--- src/rtl/fp_pkg.sv ---
// Shared types and constants for the pipelined IEEE-754 multiplier.
package fp_pkg;

   localparam int unsigned MAX_W = 64;

   typedef enum logic [2:0] {
      ZERO,
      SUB,
      NORM,
      INF,
      NAN
   } fp_class_t;

   typedef struct packed {
      logic invalid;
      logic overflow;
      logic underflow;
      logic inexact;
   } fp_flags_t;

   // Exponent bias for a given exponent width
   function automatic int unsigned fp_bias(input int unsigned exp_w);
      return (32'd1 << (exp_w - 32'd1)) - 32'd1;
   endfunction

   // Positive infinity bit pattern, right-aligned in MAX_W bits
   function automatic logic [MAX_W-1:0] inf_word(input int unsigned exp_w, input int unsigned man_w);
      logic [MAX_W-1:0] one;
      one = {{(MAX_W-1){1'b0}}, 1'b1};
      return ((one << exp_w) - one) << man_w;
   endfunction

   // Canonical quiet NaN: sign 0, exponent all ones, fraction MSB set
   function automatic logic [MAX_W-1:0] qnan_word(input int unsigned exp_w, input int unsigned man_w);
      logic [MAX_W-1:0] one;
      one = {{(MAX_W-1){1'b0}}, 1'b1};
      return inf_word(exp_w, man_w) | (one << (man_w - 32'd1));
   endfunction

   // Operand classification from exponent/fraction summary bits
   function automatic fp_class_t classify(input logic exp_ones, input logic exp_zero, input logic frac_zero);
      fp_class_t c;
      if (exp_zero)      c = frac_zero ? ZERO : SUB;
      else if (exp_ones) c = frac_zero ? INF : NAN;
      else               c = NORM;
      return c;
   endfunction

endpackage

--- src/rtl/fp_round_pack.sv ---
// Normalise, round-to-nearest-even, range check and pack a finite product.
module fp_round_pack
   import fp_pkg::*;
#(
   parameter int unsigned EXP_W = 8,
   parameter int unsigned MAN_W = 23
) (
   input  logic                   sign,
   input  logic [EXP_W+1:0]       exp_sum,
   input  logic [2*MAN_W+1:0]     prod,
   output logic [EXP_W+MAN_W:0]   word,
   output fp_flags_t              flags
);

   localparam int unsigned P  = MAN_W + 1;
   localparam int unsigned PW = 2 * P;
   localparam int unsigned EW = EXP_W + 2;
   localparam logic signed [EW-1:0] EXP_MAX  = EW'((32'd1 << EXP_W) - 32'd1);
   localparam logic signed [EW-1:0] EXP_ZERO = '0;

   logic [PW-1:0]    norm;
   logic [EW-1:0]    exp_n;
   logic [EW-1:0]    exp_r;
   logic             guard;
   logic             rnd;
   logic             sticky;
   logic [P:0]       mant_r;
   logic [MAN_W-1:0] frac;

   // Leading-one alignment, RNE increment, carry re-normalisation and packing
   always_comb begin
      norm   = prod[PW-1] ? prod : {prod[PW-2:0], 1'b0};
      exp_n  = prod[PW-1] ? exp_sum + EW'(1) : exp_sum;
      guard  = norm[P-1];
      rnd    = norm[P-2];
      sticky = |norm[P-3:0];
      mant_r = {1'b0, norm[PW-1:P]} + (P+1)'(guard & (rnd | sticky | norm[P]));
      exp_r  = exp_n + EW'(mant_r[P]);
      frac   = mant_r[P] ? mant_r[P-1:1] : mant_r[P-2:0];
      flags  = '0;
      word   = {sign, exp_r[EXP_W-1:0], frac};
      if ($signed(exp_r) >= EXP_MAX) begin
         word           = {sign, {EXP_W{1'b1}}, {MAN_W{1'b0}}};
         flags.overflow = 1'b1;
         flags.inexact  = 1'b1;
      end else if ($signed(exp_r) <= EXP_ZERO) begin
         word            = {sign, {(EXP_W+MAN_W){1'b0}}};
         flags.underflow = 1'b1;
         flags.inexact   = 1'b1;
      end else begin
         flags.inexact = guard | rnd | sticky;
      end
   end

endmodule

--- src/rtl/nmul.sv ---
// Unsigned W x W -> 2W combinational multiplier.
module nmul #(
   parameter int unsigned W = 24
) (
   input  logic [W-1:0]   a,
   input  logic [W-1:0]   b,
   output logic [2*W-1:0] p
);

   localparam int unsigned PW = 2 * W;

   assign p = PW'(a) * PW'(b);

endmodule

--- src/rtl/fmul_pipe.sv ---
// Three-stage pipelined IEEE-754 multiplier with valid/ready flow control.
module fmul_pipe #(
   parameter int unsigned EXP_W = 8,
   parameter int unsigned MAN_W = 23
) (
   input  logic                   clk,
   input  logic                   rst,
   input  logic                   in_valid,
   output logic                   in_ready,
   input  logic [EXP_W+MAN_W:0]   a,
   input  logic [EXP_W+MAN_W:0]   b,
   output logic                   out_valid,
   input  logic                   out_ready,
   output logic [EXP_W+MAN_W:0]   out,
   output logic [3:0]             flags
);

   import fp_pkg::*;

   localparam int unsigned N    = 1 + EXP_W + MAN_W;
   localparam int unsigned P    = MAN_W + 1;
   localparam int unsigned EW   = EXP_W + 2;
   localparam int unsigned BIAS = fp_bias(EXP_W);

   // Operand decode
   logic [EXP_W-1:0] ea, eb;
   logic [MAN_W-1:0] fa, fb;
   fp_class_t        cls_a, cls_b;
   logic             snan_c;
   logic [EW-1:0]    exp_sum_c;

   // Stage 1 registers
   logic             s1_v;
   logic             s1_sign;
   fp_class_t        s1_cls_a, s1_cls_b;
   logic             s1_snan;
   logic [EW-1:0]    s1_exp;
   logic [P-1:0]     s1_ma, s1_mb;

   // Stage 2 registers
   logic             s2_v;
   logic             s2_sign;
   logic [EW-1:0]    s2_exp;
   logic [2*P-1:0]   s2_prod;
   logic             s2_spec;
   logic [N-1:0]     s2_spec_word;
   fp_flags_t        s2_spec_flags;

   logic [2*P-1:0]   prod_c;
   logic             spec_c;
   logic [N-1:0]     spec_word_c;
   fp_flags_t        spec_flags_c;
   logic             any_nan, any_inf, any_zero;
   logic [N-1:0]     rp_word;
   fp_flags_t        rp_flags;

   logic             out_free;
   logic             s2_open;

   assign ea = a[N-2:MAN_W];
   assign eb = b[N-2:MAN_W];
   assign fa = a[MAN_W-1:0];
   assign fb = b[MAN_W-1:0];

   // Classify operands; subnormals are flushed to zero before classification
   always_comb begin
      cls_a = classify(&ea, ~|ea, ~|fa);
      cls_b = classify(&eb, ~|eb, ~|fb);
      if (cls_a == SUB) cls_a = ZERO;
      if (cls_b == SUB) cls_b = ZERO;
      snan_c    = ((cls_a == NAN) && !fa[MAN_W-1]) || ((cls_b == NAN) && !fb[MAN_W-1]);
      exp_sum_c = EW'(ea) + EW'(eb) - EW'(BIAS);
   end

   // Ready chain: a stage may load when it is empty or its contents move on
   assign out_free = !out_valid | out_ready;
   assign s2_open  = !s2_v | out_free;
   assign in_ready = !s1_v | s2_open;

   // Stage 1: unpack and classify
   always_ff @(posedge clk) begin
      if (rst) begin
         s1_v <= 1'b0;
      end else if (in_ready) begin
         s1_v <= in_valid;
         if (in_valid) begin
            s1_sign  <= a[N-1] ^ b[N-1];
            s1_cls_a <= cls_a;
            s1_cls_b <= cls_b;
            s1_snan  <= snan_c;
            s1_exp   <= exp_sum_c;
            s1_ma    <= {1'b1, fa};
            s1_mb    <= {1'b1, fb};
         end
      end
   end

   nmul #(.W(P)) u_nmul (
      .a (s1_ma),
      .b (s1_mb),
      .p (prod_c)
   );

   // Special-value resolution in priority order: NaN / INF*ZERO, INF, ZERO
   always_comb begin
      spec_c       = 1'b0;
      spec_word_c  = '0;
      spec_flags_c = '0;
      any_nan  = (s1_cls_a == NAN)  || (s1_cls_b == NAN);
      any_inf  = (s1_cls_a == INF)  || (s1_cls_b == INF);
      any_zero = (s1_cls_a == ZERO) || (s1_cls_b == ZERO);
      if (any_nan || (any_inf && any_zero)) begin
         spec_c               = 1'b1;
         spec_word_c          = N'(qnan_word(EXP_W, MAN_W));
         spec_flags_c.invalid = s1_snan | (any_inf & any_zero);
      end else if (any_inf) begin
         spec_c         = 1'b1;
         spec_word_c    = N'(inf_word(EXP_W, MAN_W));
         spec_word_c[N-1] = s1_sign;
      end else if (any_zero) begin
         spec_c           = 1'b1;
         spec_word_c[N-1] = s1_sign;
      end
   end

   // Stage 2: mantissa product and special result
   always_ff @(posedge clk) begin
      if (rst) begin
         s2_v <= 1'b0;
      end else if (s2_open) begin
         s2_v <= s1_v;
         if (s1_v) begin
            s2_sign       <= s1_sign;
            s2_exp        <= s1_exp;
            s2_prod       <= prod_c;
            s2_spec       <= spec_c;
            s2_spec_word  <= spec_word_c;
            s2_spec_flags <= spec_flags_c;
         end
      end
   end

   fp_round_pack #(.EXP_W(EXP_W), .MAN_W(MAN_W)) u_round_pack (
      .sign    (s2_sign),
      .exp_sum (s2_exp),
      .prod    (s2_prod),
      .word    (rp_word),
      .flags   (rp_flags)
   );

   // Stage 3: rounded result register, held while downstream stalls
   always_ff @(posedge clk) begin
      if (rst) begin
         out_valid <= 1'b0;
         out       <= '0;
         flags     <= '0;
      end else if (out_free) begin
         out_valid <= s2_v;
         if (s2_v) begin
            out   <= s2_spec ? s2_spec_word  : rp_word;
            flags <= s2_spec ? s2_spec_flags : rp_flags;
         end
      end
   end

endmodule

--- config.mk ---
export PLATFORM = sky130hd
export DESIGN_NAME = fmul_pipe
export DESIGN_NICKNAME = d
export VERILOG_FILES = /design/src/rtl/fp_pkg.sv /design/src/rtl/fp_round_pack.sv /design/src/rtl/nmul.sv /design/src/rtl/fmul_pipe.sv
export SDC_FILE = /design/constraint.sdc
export NUM_CORES = 2
export LEC_CHECK = 0
export CAP_MARGIN = 20
export CELL_PAD_IN_SITES_DETAIL_PLACEMENT = 1
export CELL_PAD_IN_SITES_GLOBAL_PLACEMENT = 1
export CORE_MARGIN = 5
export CORE_UTILIZATION = 45
export DETAILED_ROUTE_END_ITERATION = 8
export PLACE_DENSITY = 0.75
export SYNTH_ARGS = -nofsm -noshare
export SYNTH_HDL_FRONTEND = slang
export SYNTH_SLANG_ARGS = --single-unit
export TNS_END_PERCENT = 20
--- constraint.sdc ---
create_clock -name clk -period 20.3 [get_ports clk]
set_input_delay 4.06 -clock clk [delete_from_list [all_inputs] [get_ports clk]]
set_output_delay 4.06 -clock clk [all_outputs]
set_load 0.05 [all_outputs]
## Word level (Yosys, flattened, before mapping)

Index checks and enable logic that the tools add are counted.

| storage, ports and cells | value |
|---|---|
| register bits | 196 |
| input port bits | 68 |
| output and inout bits | 38 |
| logic and storage cells | 98 |

| operators by class | value |
|---|---|
| add/subtract/negate cells | 5 |
| multipliers | 1 |
| magnitude comparators | 2 |
| eq/ne operators | 8 |
| multiplexer cells | 26 |
| bitwise gates (word level) | 12 |
| reduce and logical (&&, ||, !) cells | 26 |

Operators by type and width:

| kind | number |
|---|---|
| $mux 31 | 3 |
| $mul 24x24->48 | 1 |
| $mux 48 | 1 |
| $reduce_or 23->1 | 2 |
| $mux 32 | 1 |
| $add 24x25->25 | 1 |
| $and 1x25->25 | 1 |
| $or 25x1->25 | 1 |
| $mux 3 | 8 |
| $mux 23 | 1 |
| $reduce_or 22->1 | 1 |
| $reduce_and 8->1 | 2 |
| $reduce_or 8->1 | 2 |
| $eq 3x3->1 const B | 4 |
| $add 10x1->10 | 1 |
| $add 10x1->10 const B | 1 |
| $ge 10x9->1 const B | 1 |
| $le 10x1->1 const B | 1 |
| $mux 1 | 10 |
| $mux 10 | 1 |
| $sub 9x7->10 const B | 1 |
| $add 8x8->9 | 1 |
| $or 1x1->1 | 7 |
| $eq 3x1->1 const B | 2 |
| 12 further kinds | 25 |

## Depth between registers and ports, before layout

| logic depth | value |
|---|---|
| depth in word-level cells | 11 |
| mapped depth | 26 |
| gate-level depth less buffers | 24 |

## By module

From an unflattened synthesis, not the netlist that was laid out.

| unflattened totals | value |
|---|---|
| cells, all modules | 2924 |
| area total of the unflattened synthesis | 28041.9 µm² |

By module, submodules not included:

| module | times used | cells each | area each (µm²) |
|---|---|---|---|
| nmul | 1 | 2201 | 19193.4 |
| fmul_pipe | 1 | 415 | 6622.6 |
| fp_round_pack | 1 | 308 | 2225.9 |

## Least setup slack after synthesis

OpenSTA, ideal clock, no wires.

| timing | value |
|---|---|
| path kind | in2reg |
| start | input port out_ready |
| end | register s1_cls_a[0], enable pin |
| setup time | 0.578 ns |
| arrival | 8.995 ns |
| setup slack | 10.727 ns |
| stages | 3 |
| path buffers | 0 |
| path through | nor2b_1 -> and3_1 -> nor3b_1 |

| on the way | value |
|---|---|
| cells in the longest elaborated chain, start to end | 4 |

RTL lines:

| element | RTL line | text |
|---|---|---|
| from (decl) | fmul_pipe.sv:13 | `input logic out_ready,` |
| $or 1x1->1 | fmul_pipe.sv:76 | `assign out_free = !out_valid \| out_ready;` |
| $or 1x1->1 | fmul_pipe.sv:77 | `assign s2_open = !s2_v \| out_free;` |
| $or 1x1->1 | fmul_pipe.sv:78 | `assign in_ready = !s1_v \| s2_open;` |
| $reduce_and 3->1 (no source line) | -- |  |
| to (signal assigned) | fmul_pipe.sv:88 | `s1_cls_a <= cls_a;` |
| to (decl) | fmul_pipe.sv:35 | `fp_class_t s1_cls_a, s1_cls_b;` |

No other way between the ends.
A chain may end at the register's enable or synchronous reset.

## Final worst setup path

| timing | value |
|---|---|
| start | input port out_ready |
| end | output port in_ready |

| on the way | value |
|---|---|
| cells in the longest elaborated chain, start to end | 3 |

RTL lines:

| element | RTL line | text |
|---|---|---|
| $or 1x1->1 | fmul_pipe.sv:76 |  |
| $or 1x1->1 | fmul_pipe.sv:77 |  |
| $or 1x1->1 | fmul_pipe.sv:78 |  |
| to (decl) | fmul_pipe.sv:9 | `output logic in_ready,` |

No other way between the ends.

==> results_dict.tcl <==
set metrics [dict create \
    status "finished clean" \
    area_growth_pct 9.86 \
    synth_edf_count 128 \
    synth_ff_type "edfxtp_1" \
    drtAntennaViolNets 0 \
    final_common_cell "inv_1" \
    hold_class "flip-flop to flip-flop" \
    fp.dieW_microns 252 \
    overflow 0 \
    yosysSeqAreaShare_pct 17.5 \
    synth_seq_cells 167 \
    crit_required_ps 16240 \
    fin_setup_tns_ps 0 \
    clockBufferDepth 2 \
    cp-end-kind "primary output" \
    rows 88 \
    tightest_slew_ps 987 \
    layout-drive-gt1-share_pct 4.38 \
    numClockSinks 167 \
    cts_buffers 17 \
    synth_top_area_cell "fa_1" \
    clock_skew_ps 17.7 \
    cp_max_fo 5 \
    synth_top_area_share_pct 36.6 \
    max_stage_delay_ps 700 \
    gp_congestion 0.872 \
    synthCells 2748 \
    drv_cap 0 \
    synth_area_sq_um 26400 \
    dpl.hpwl_microns 61300 \
    fill_cells 6531 \
    groute.usage.overall_pct 26.1 \
    drt_iter0_drc 1128 \
    synth.distinct_cells 82 \
    drc 0 \
    drv_slew 0 \
    yosysWarnings 0 \
    finalHoldViolCount 0 \
    wl_per_cell_microns 22.8 \
    htree_levels 4 \
    grt_pass1_vias 22900 \
    coreArea_sq_um 57900 \
    cts_tree "built" \
    setup-violations-final 0 \
    num_vias 19900 \
    timing.final.crit_share_pct 48.3 \
    cts_root_buf "clkbuf_16" \
    drt_first_pass_iters 5 \
    slew_headroom_pct 33.6 \
    fp.dieH_microns 252 \
    crit_path_start_kind "primary input" \
    rsz0062_at_grt "false" \
    synth.avg_cell_area_sq_um 9.62 \
    synth_fp_nets 3492 \
    portBuffers 105 \
    path_clk_slew_ps 70 \
    cts.repair.resized 0 \
    max_clock_freq_mhz 102 \
    clock_latency_ps 460 \
    antenna_found_initial 9 \
    fin_nets 3539 \
    post-cts-setup-buffers 0 \
    crit_type "primary input to primary output" \
    grt_max_degree 65 \
    post-route-min-period_ps 9800 \
    viasPerCell 5.54 \
    synth.top_cells.by_area "fa_1, edfxtp_1, ha_1" \
    finalWirelength_microns 81600 \
    cp_cell_sequence "clkdlybuf4s50_1 -> nor2b_1 -> and3_1 -> inv_1 -> clkdlybuf4s50_1" \
    slowest_stage "clkdlybuf4s50_1" \
    worst_path_most_repeated_cell "clkdlybuf4s50_1" \
    grt_pass1_wl_microns 129000 \
    arrival_ps 5740 \
    start_util_pct 45.6 \
    dieArea_sq_um 63700 \
    cts-hold-fix-buffers 0 \
    mostFrequentLayoutCells "inv_1, fa_1, nand2_1" \
    ios 106 \
    ys_async_sr_fraction_pct 0 \
]
## Yosys cell counts (4+ instances only)
master	count
nand2b_1	10
buf_1	6
or2_2	5
o21ai_1	11
mux2i_1	14
buf_2	4
edfxtp_1	128
a211oi_1	9
dfxtp_1	39
a32oi_1	5
xnor2_1	57
o21bai_1	9
a211o_1	8
nand4_1	20
inv_1	565
a21o_1	22
nor3_1	19
o211ai_1	5
nor2_1	92
fa_1	483
a31oi_1	10
or3_1	4
nand2_1	325
o21a_1	9
nor2b_1	9
clkbuf_1	113
and3_1	12
nor4_1	27
a21oi_1	62
xor2_1	39
a21boi_0	4
ha_1	193
o31ai_1	11
nor3b_1	4
nand3_1	36
o31ai_2	8
and2_1	261
o21ai_0	32
mux2_2	8
o22ai_1	6
## final cells by class
class	count	area, sq um	area share [%]
multi-input cells	1887	19200	66.1
flip-flops and latches	167	4620	15.9
inverters	567	2130	7.33
repair buffers	155	1520	5.24
well taps	765	957	3.30
clock buffers	19	433	1.49
clock inverters	13	169	0.582
diodes	8	20.0	0.0689
## logic make-up (layout without fill, tap and decap cells)
kind of cell    count (synthesis)  in the layout  share of synthesized area, %
xor+xnor                       97             97                          3.27
buf+inv                       694            754                          9.96
flops                         167            167                          17.5
other cells                     0              8                             0
simple gates                  849            849                          16.2
mux                            24             24                          1.04
compound gates                241            241                          6.27
fa+ha+maj                     676            676                          45.7
## critical path: cells and delay by family
kind,cells,cell delay [ps]
buf+inv,3,1160
simple gates,2,520
## routing by layer
metal / global-route usage, % / wire, microns / vias to the layer above
met5: 0 / 0 / -
met1: 32.0 / 32300 / 10600
met4: 10.5 / 2950 / 0
met2: 46.0 / 42000 / 536
met3: 4.20 / 4330 / 159
li1: - / - / 8599
## path summary, 6_finish.rpt
check / start / end / slack [ps] / cells after the start
setup / recovery: out_ready / in_ready / 10500 / 5
hold / removal: s1_exp[3] / s2_exp[3] / 410 / 0
setup reg to reg: s1_mb[8] / s2_prod[45] / 12500 / 24
hold reg to reg: s1_exp[3] / s2_exp[3] / 410 / 0
## per-stage QoR
| step | hold slack (ps) | instances | setup WS [ps] | utilization, % | area (sq um) |
|---|---|---|---|---|---|
| finish | 405 | 3581 | 10500 | 50.1 | 29000 |
| global route | 424 | 3579 | 10430 | 50.1 | 29000 |
| CTS | 407 | 3567 | 10470 | 49.9 | 28900 |
| detailed placement | 406 | 3535 | 10470 | 48.8 | 28300 |
| global placement | 403 | 3535 | 10540 | 48.8 | 28300 |
| floorplan | 400 | 2748 | 10730 | - | 26400 |
## state kept, by name (all words and copies together), names as in the netlist, 3 cells and up
register	count
flags	4
s1_cls_b	3
s1_exp	10
out	32
s2_exp	10
s2_prod	48
s2_spec_word	3
s1_cls_a	3
s1_ma	23
s1_mb	23
Power is not shown: default switching activity piles up to over one toggle a cycle in this logic, so the estimate is an artifact.
